File: config.mk
export PLATFORM = sky130hd
export DESIGN_NAME = counter_run_ctrl
export DESIGN_NICKNAME = d
export VERILOG_FILES = /design/src/rtl/counter_run_ctrl.sv
export SDC_FILE = /design/constraint.sdc
export NUM_CORES = 1
export LEC_CHECK = 0
export ABC_AREA = 1
export CAP_MARGIN = 25
export CORE_AREA = 2 2 44 46
export CTS_BUF_LIST = sky130_fd_sc_hd__clkbuf_8
export CTS_CLUSTER_SIZE = 14
export DETAILED_ROUTE_END_ITERATION = 7
export DIE_AREA = 0 0 46 48
export GPL_ROUTABILITY_DRIVEN = 0
export PLACE_DENSITY = 0.67
export SLEW_MARGIN = 15
export SYNTH_ARGS = -nofsm -noshare
export SYNTH_HDL_FRONTEND = slang
export SYNTH_SLANG_ARGS = --single-unit
File: constraint.sdc
create_clock -name clk -period 4.5 [get_ports clk]
set_clock_uncertainty 0.15 [all_clocks]
set_input_delay 0.45 -clock clk [delete_from_list [all_inputs] [get_ports clk]]
set_output_delay 0.45 -clock clk [all_outputs]
set_load 0.01 [all_outputs]
File: src/rtl/counter_run_ctrl.sv
// counter_run_ctrl: sequences a WIDTH-bit up-counter through handshaked count runs
// with optional auto-reload and abort. Fully synchronous, active-low synchronous reset.
`default_nettype none

module counter_run_ctrl #(
  parameter int WIDTH = 4
) (
  input  logic             clk,
  input  logic             rst,
  input  logic             req_valid,
  output logic             req_ready,
  input  logic [WIDTH-1:0] req_target,
  input  logic             req_auto,
  input  logic             cnt_en,
  input  logic             abort,
  output logic [WIDTH-1:0] count,
  output logic             busy,
  output logic             done,
  output logic             aborted
);

  typedef enum logic [1:0] {
    S_IDLE = 2'd0,
    S_RUN  = 2'd1,
    S_DONE = 2'd2
  } state_t;

  localparam logic [WIDTH-1:0] C_ZERO = '0;
  localparam logic [WIDTH-1:0] C_ONE  = {{(WIDTH-1){1'b0}}, 1'b1};

  state_t           r_state, w_state_nxt;
  logic [WIDTH-1:0] r_count, w_count_nxt;
  logic [WIDTH-1:0] r_target, w_target_nxt;
  logic             r_auto, w_auto_nxt;
  logic             r_aborted, w_aborted_nxt;
  logic [WIDTH-1:0] w_count_inc;

  // Count never exceeds target, so the increment needs no carry.
  assign w_count_inc = r_count + C_ONE;

  always_ff @(posedge clk) begin
    if (!rst) begin
      r_state   <= S_IDLE;
      r_count   <= C_ZERO;
      r_target  <= C_ZERO;
      r_auto    <= 1'b0;
      r_aborted <= 1'b0;
    end else begin
      r_state   <= w_state_nxt;
      r_count   <= w_count_nxt;
      r_target  <= w_target_nxt;
      r_auto    <= w_auto_nxt;
      r_aborted <= w_aborted_nxt;
    end
  end

  always_comb begin
    w_state_nxt   = r_state;
    w_count_nxt   = r_count;
    w_target_nxt  = r_target;
    w_auto_nxt    = r_auto;
    w_aborted_nxt = 1'b0;
    unique case (r_state)
      S_IDLE: begin
        if (req_valid) begin
          w_target_nxt = req_target;
          w_auto_nxt   = req_auto;
          w_count_nxt  = C_ZERO;
          w_state_nxt  = (req_target != C_ZERO) ? S_RUN : S_DONE;
        end
      end
      S_RUN: begin
        if (abort) begin
          w_count_nxt   = C_ZERO;
          w_state_nxt   = S_IDLE;
          w_aborted_nxt = 1'b1;
        end else if (cnt_en) begin
          w_count_nxt = w_count_inc;
          if (w_count_inc == r_target) w_state_nxt = S_DONE;
        end
      end
      S_DONE: begin
        if (abort) begin
          w_count_nxt   = C_ZERO;
          w_state_nxt   = S_IDLE;
          w_aborted_nxt = 1'b1;
        end else if (r_auto) begin
          w_count_nxt = C_ZERO;
          w_state_nxt = (r_target != C_ZERO) ? S_RUN : S_DONE;
        end else begin
          // count keeps showing the target until the next command is accepted
          w_state_nxt = S_IDLE;
        end
      end
      default: begin
        w_state_nxt = S_IDLE;
        w_count_nxt = C_ZERO;
      end
    endcase
  end

  assign req_ready = (r_state == S_IDLE);
  assign busy      = (r_state != S_IDLE);
  assign done      = (r_state == S_DONE);
  assign count     = r_count;
  assign aborted   = r_aborted;

endmodule

`default_nettype wire

After elaboration in Yosys (flattened, before gate mapping)
Index checks and enable logic that the tools add are counted.
- $add $sub $neg: 1
- eq/ne operators: 7
- mux-type cells: 16
- reduce and logical (&&, ||, !) cells: 9
- operators with widths (kind ; count):
    $mux 4 ; 5
    $mux 2 ; 8
    $pmux 4 s3 ; 1
    $reduce_bool 4->1 ; 2
    $ne 3x3->1 const B ; 2
    $pmux 2 s3 ; 1
    $reduce_and 3->1 ; 2
    $add 4x1->4 const B ; 1
    $eq 4x4->1 ; 1
    $reduce_and 2->1 ; 2
    $ne 3x2->1 const B ; 1
    $eq 2x1->1 const B ; 1
    $eq 2x2->1 const B ; 1
    $logic_not 2->1 ; 1
    $ne 2x2->1 const B ; 1
    $reduce_bool 2->1 ; 1
    $reduce_or 2->1 ; 1
    $mux 1 ; 1
- bits in registers: 12
- input bits: 10

Depth between registers and ports, before layout
Gate-level depths: netlist (run 1).
- depth after elaboration: 6
- mapped depth: 12
- depth with buffers taken out: 12

Worst setup path before layout (run 1)
OpenSTA, ideal clock, no wires.
- path type: flip-flop to flip-flop
- start: register r_state[0]
- end: register r_count[2] (netlist: count[2])
- arrival time: 1.413 ns
- required time: 4.284 ns
- path slack: 2.871 ns
- cell stages (with the launch flop): 11
- clock period less this slack: 1.629 ns
- cells stage by stage: dfxtp_1 -> inv_1 -> ha_1 -> inv_2 -> or2_1 -> nand2_2 -> a31oi_4 -> nand2_2 -> inv_2 -> nand3_1 -> a21oi_2
- longest elaborated chain between the ends: 3
- ends and longest elaborated chain (what ; line ; text):
    start, declared ; 31 ; state_t r_state, w_state_nxt;
    start signal, assigned ; 49 ; r_state <= w_state_nxt;
    $logic_not 2->1 * ; -- ;
    via req_ready ; 11 ; output logic req_ready,
    $ne 2x2->1 (no source line) ; -- ;
    $reduce_and 3->1 (no source line) ; -- ;
    end signal, assigned ; 50 ; r_count <= w_count_nxt;
    end, declared ; 32 ; logic [WIDTH-1:0] r_count, w_count_nxt;
The timed path passes the listed nets; every way through them passes the cells marked *.
A chain may end at the register's enable or synchronous reset.

Final worst setup path (run 1)
- start: register r_state[0]
- end: output busy
- longest elaborated chain between the ends: 1
- ends and longest elaborated chain (what ; line ; text):
    $reduce_bool 2->1 ; 103 ; assign busy = (r_state != S_IDLE);
    end, declared ; 17 ; output logic busy,
Every way passes these cells.

==> results of run 1 <==
[state kept, by name, summed over array words and instances (netlist names)]
name and count:
count 4, r_state 2, r_target 4, aborted 1, r_auto 1
[placed cells by master (no fill, tap or decap)]
cell / synthesis / routed
nand2_1: 24 / 24
clkdlybuf4s50_1: 0 / 17
inv_1: 14 / 14
nor2_1: 12 / 12
dfxtp_1: 12 / 12
a21oi_1: 10 / 10
nand3_1: 7 / 7
o21ai_0: 5 / 5
ha_1: 5 / 5
nand2_2: 4 / 4
inv_2: 3 / 3
nor2_2: 3 / 3
clkbuf_8: 0 / 3
nand4_1: 2 / 2
or2_1: 1 / 1
a31oi_4: 1 / 1
o21ai_1: 1 / 1
xnor2_1: 1 / 1
nor3_1: 1 / 1
o22ai_1: 1 / 1
a21oi_2: 1 / 1
[final cells by class]
type                       count  area [sq um]
tap                           17         21.27
clock buffer                   3         41.29
timing repair buffer          17         170.2
inverter                      17         63.81
fill                         176         726.9
multi-input combinational     79         425.4
sequential                    12         240.2
[worst max-delay path, cell delays in order, from the launching register on]
cell and delay (ns):
dfxtp_1 0.36, inv_1 0.09, ha_1 0.26, inv_2 0.08, clkdlybuf4s50_1 0.53
[synth_stat cells (all sizes together)]
cell type and number:
xnor2 1, a21oi 11, ha 5, nand2 28, inv 17, nor2 15, o21ai 6, or2 1
dfxtp 12, a31oi 1, o22ai 1, nand3 7, nor3 1, nand4 2
[kinds of logic after synthesis]
| group | after synthesis |
|---|---|
| flip-flops | 12 |
| XOR/XNOR | 1 |
| adder cells (fa/ha/maj) | 5 |
| AND/OR/NAND/NOR | 54 |
| AO/OA/AOI/OAI | 19 |
| buffers and inverters | 17 |
[per-stage QoR]
stage / power, W / instance area [sq um] / instances / utilization, % / setup slack (ns)
2_1_floorplan: 0.0003228 / 729.5 / 108 / - / 2.871
3_3_place_gp: 0.0004039 / 920.9 / 142 / 54.52 / 2.511
3_5_place_dp: 0.0004060 / 920.9 / 142 / 54.52 / 2.528
4_1_cts: 0.0005050 / 962.2 / 145 / 56.96 / 2.345
5_1_grt: 0.0005414 / 962.2 / 145 / 56.96 / 2.260
6_report: 0.0005010 / 962.2 / 145 / 56.96 / 2.344
[report_power, final]
group	internal (W)	leakage (nW)	total (W)	switching [W]
sequential	0.000132	0.0984	0.000151	0.0000194
combinational	0.000111	0.290	0.000252	0.000141
clock	0.0000590	0.0216	0.0000980	0.0000390
total	0.000302	0.410	0.000501	0.000199
[routing by layer]
layer / share of wire (%) / routed length, um
met1: 48 / 732
met2: 45 / 685
met3: 4.3 / 65
met4: 1.9 / 29
met5: 0 / 0
[path summary, 6_finish.rpt]
path                     from          end
setup / recovery   r_state[0]         busy
hold / removal    r_target[2]  r_target[2]
setup reg to reg   r_state[0]     count[2]
hold reg to reg   r_target[2]  r_target[2]
==> results.json, run 1 <==
{
  "post_cts_buffers": 0,
  "viasPerCell": 4.931,
  "coreArea_sq_mm": 0.001689,
  "drtPass1Iterations": 4,
  "vias": 715,
  "dp_hpwl_um": 1252,
  "critPathLaunchType": "register",
  "diodes": 0,
  "hold_buffers": 0,
  "ys_ff_latch": 12,
  "cts-resized-gates": 0,
  "worstRegToRegCells": 10,
  "wl_um": 1511,
  "use_met1_pct": 18.69,
  "synth_area_leaders": "dfxtp_1 (33%), nand2_1 (12%), ha_1 (8.6%), inv_1 (7.2%), a21oi_1 (6.9%)",
  "synth_top_family_by_area": "simple AND/OR/NAND/NOR gates",
  "start_util_pct": 43.19,
  "grt.busiest_layer": "met2",
  "cts_sinks": 12,
  "reg2reg_slack_ns": 2.79,
  "use_met3_pct": 3.774,
  "clk_latency_ns": 0.24,
  "syn_area_per_cell_sq_um": 6.754,
  "antenna_found_initial": 0,
  "nNetsFinal": 145,
  "cts_tree": "yes",
  "worstMarginPinSlew_ns": 0.3067,
  "grt_pass1_vias": 624,
  "worstSetupEndpointType": "primary output",
  "setup_violations": 0,
  "port_buffers": 17,
  "fin_crit_ns": 2.156,
  "p_leak_nw": 0.4101,
  "drcViolationCount": 0,
  "globalRouteMet2Util_pct": 26.94,
  "ant_nets": 0,
  "die_w_um": 46,
  "std_cell_rows": 15,
  "tns_ns": 0,
  "synth-compound-area-share_pct": 15.95,
  "syn-instance-count": 108,
  "clk_pin_slew_ns": 0.05,
  "vdd_drop_max_mv": 0.2833,
  "synth_top_cell_area_share_pct": 32.93,
  "maxCapViolations": 0,
  "yosysUniqueCellTypes": 19,
  "syn_to_final_growth_pct": 31.90,
  "numCtsBuffers": 3,
  "drive_gt1_share_pct": 11.72,
  "routedWlPerCell_um": 10.42,
  "worst-endpoint-required_ns": 3.90,
  "die_y_um": 48,
  "setup.worst_path.class": "register to primary output",
  "die_area_sq_mm": 0.002208,
  "critPathArrivalTime_ns": 1.56,
  "synth.area.mux_share_pct": 0,
  "status": "finished clean",
  "rsz0062_at_grt": "no",
  "slew_violations": 0,
  "synthXorXnorAreaFrac_pct": 1.201,
  "cts-root-buf": "clkbuf_8",
  "grt-ovfl-total": 0,
  "hold_viol_final": 0,
  "pin_count": 18,
  "maxSlewHeadroom_pct": 79.49,
  "synthSimpleGateAreaFrac_pct": 32.59,
  "min_period_over_period_pct": 47.91,
  "fin_hold_ws_ns": 0.3543,
  "drtIter0Drc": 6,
  "fmax_ghz": 0.4638,
  "grt_start_max_net_pins": 10,
  "htree_levels": 1,
  "synth_nets": 123,
  "synth_top_area_cell": "dfxtp_1",
  "whs_path_depth": 2,
  "crit_fanout": 5,
  "synth_area_sq_um": 729.5,
  "grt_pass1_wl_um": 2490,
  "synthAdderAreaFrac_pct": 8.576,
  "ys_seq_area_share_pct": 32.93,
  "yosys_warnings": 0,
  "track_usage_pct": 16.20,
  "powerDensity_mw_per_mm2": 520.7,
  "clockBufferDepth": 2,
  "hold_path_class": "register to register"
}
Power figures use the tool's default switching activity.
==> run 2: changes to the inputs <==
==> constraint.sdc (replaced) <==
create_clock -name clk -period 2.2 [get_ports clk]
set_clock_uncertainty 0.15 [all_clocks]
set_input_delay 0.22 -clock clk [delete_from_list [all_inputs] [get_ports clk]]
set_output_delay 0.22 -clock clk [all_outputs]
set_load 0.01 [all_outputs]
==> run 2 against run 1 <==
Effect of this change: critical path depth is the same; global-route usage shrank 0.23 points; via count shrank 1.5%; flip-flop and latch count is the same; clock power grew 100%; setup slack lost 2.1 ns; first-iteration DRC count shrank 17%.
==> results.json, run 2 (synthesis results as in run 1) <==
{
  "clk_pin_slew_ns": 0.05,
  "p_leak_nw": 0.4101,
  "maxSlewHeadroom_pct": 79.44,
  "tns_ns": 0,
  "drive_gt1_share_pct": 11.72,
  "clockBufferDepth": 2,
  "grt-ovfl-total": 0,
  "hold_start": "r_target[2]",
  "std_cell_rows": 15,
  "grt_pass1_wl_um": 2421,
  "dp_hpwl_um": 1235,
  "r2r_start": "r_state[0]",
  "min_period_over_period_pct": 88.05,
  "hold_buffers": 0,
  "final_cell_mix": "nand2_1 (24), clkdlybuf4s50_1 (17), inv_1 (14), nor2_1 (12), dfxtp_1 (12)",
  "track_usage_pct": 15.97,
  "antenna_found_initial": 0,
  "cts_sinks": 12,
  "final_cell_count_no_fill": 145,
  "critPathLaunchType": "register",
  "numCtsBuffers": 3,
  "status": "finished clean",
  "slew_violations": 0,
  "mostFrequentLayoutCell": "nand2_1",
  "dp_cells": 142,
  "maxCapViolations": 0,
  "wl_um": 1460,
  "coreArea_sq_mm": 0.001689,
  "cts-root-buf": "clkbuf_8",
  "syn_to_final_growth_pct": 31.90,
  "post_cts_buffers": 0,
  "setup_violations": 0,
  "port_buffers": 17,
  "startpoint": "r_state[0]",
  "pin_count": 18,
  "clk_latency_ns": 0.24,
  "worst-endpoint-required_ns": 1.83,
  "cts_tree": "yes",
  "nNetsFinal": 145,
  "critPathArrivalTime_ns": 1.57,
  "die_y_um": 48,
  "worstSetupEndpointType": "primary output",
  "ant_nets": 0,
  "vdd_drop_max_mv": 0.5191,
  "hold_path_class": "register to register",
  "vias": 704,
  "powerDensity_mw_per_mm2": 1063,
  "start_util_pct": 43.19,
  "crit_fanout": 5,
  "die_area_sq_mm": 0.002208,
  "grt_pass1_vias": 609,
  "routedWlPerCell_um": 10.07,
  "grt_start_max_net_pins": 10,
  "worstMarginPinSlew_ns": 0.3075,
  "hold_viol_final": 0,
  "fin_crit_ns": 1.937,
  "viasPerCell": 4.855,
  "fmax_ghz": 0.5162,
  "rsz0062_at_grt": "no",
  "drtIter0Drc": 5,
  "htree_levels": 1,
  "cts-resized-gates": 0,
  "setup.worst_path.class": "register to primary output",
  "drtPass1Iterations": 4,
  "drcViolationCount": 0,
  "die_w_um": 46,
  "diodes": 0
}
[run 2: cell counts in the layout (fill, tap and decap cells not counted)]
Identical to the previous run, type by type.
[run 2: power breakdown]
group	leakage, nW	switching (W)	internal (W)
Sequential	0.0984	0.0000385	0.000270
Clock	0.0216	0.0000774	0.000120
Combinational	0.290	0.000289	0.000228
Total	0.410	0.000405	0.000618
[run 2: worst paths after layout]
path | end | slack (ns) | cells past startpoint
setup / recovery | busy | 0.26 | 4
hold / removal | r_target[2] | 0.35 | 2
setup reg to reg | count[2] | 0.49 | 10
hold reg to reg | r_target[2] | 0.35 | 2
[run 2: layer usage]
layer | vias up | GRT usage, % | share of wire, %
met5 | - | 0 | 0
met4 | 0 | 10.29 | 1.0
met3 | 2 | 3.774 | 4.2
met2 | 16 | 26.11 | 45
met1 | 300 | 18.69 | 49
li1 | 386 | - | -
[run 2: area by class of cell]
class	instances	area, sq um
Fill cell	175	726.9
Inverter	17	63.81
Clock buffer	3	41.29
Sequential cell	12	240.2
Multi-Input combinational cell	79	425.4
Timing Repair Buffer	17	170.2
Tap cell	17	21.27
[run 2: critical path: stages, from the launching register on]
cell	delay [ns]
dfxtp_1	0.36
inv_1	0.09
ha_1	0.27
inv_2	0.08
clkdlybuf4s50_1	0.53
[run 2: metrics by stage]
step           area (sq um)  worst slack, ns  total power (W)  hold slack [ns]  util, %
6_report              962.2           0.2628         0.001023           0.3511    56.96
5_1_grt               962.2           0.2022         0.001107           0.3773    56.96
4_1_cts               962.2           0.2713         0.001031           0.3473    56.96
3_5_place_dp          920.9           0.4588        0.0008303           0.3397    54.52
3_3_place_gp          920.9           0.4407        0.0008261           0.3416    54.52
2_1_floorplan         729.5           0.5709        0.0006603           0.1838        -
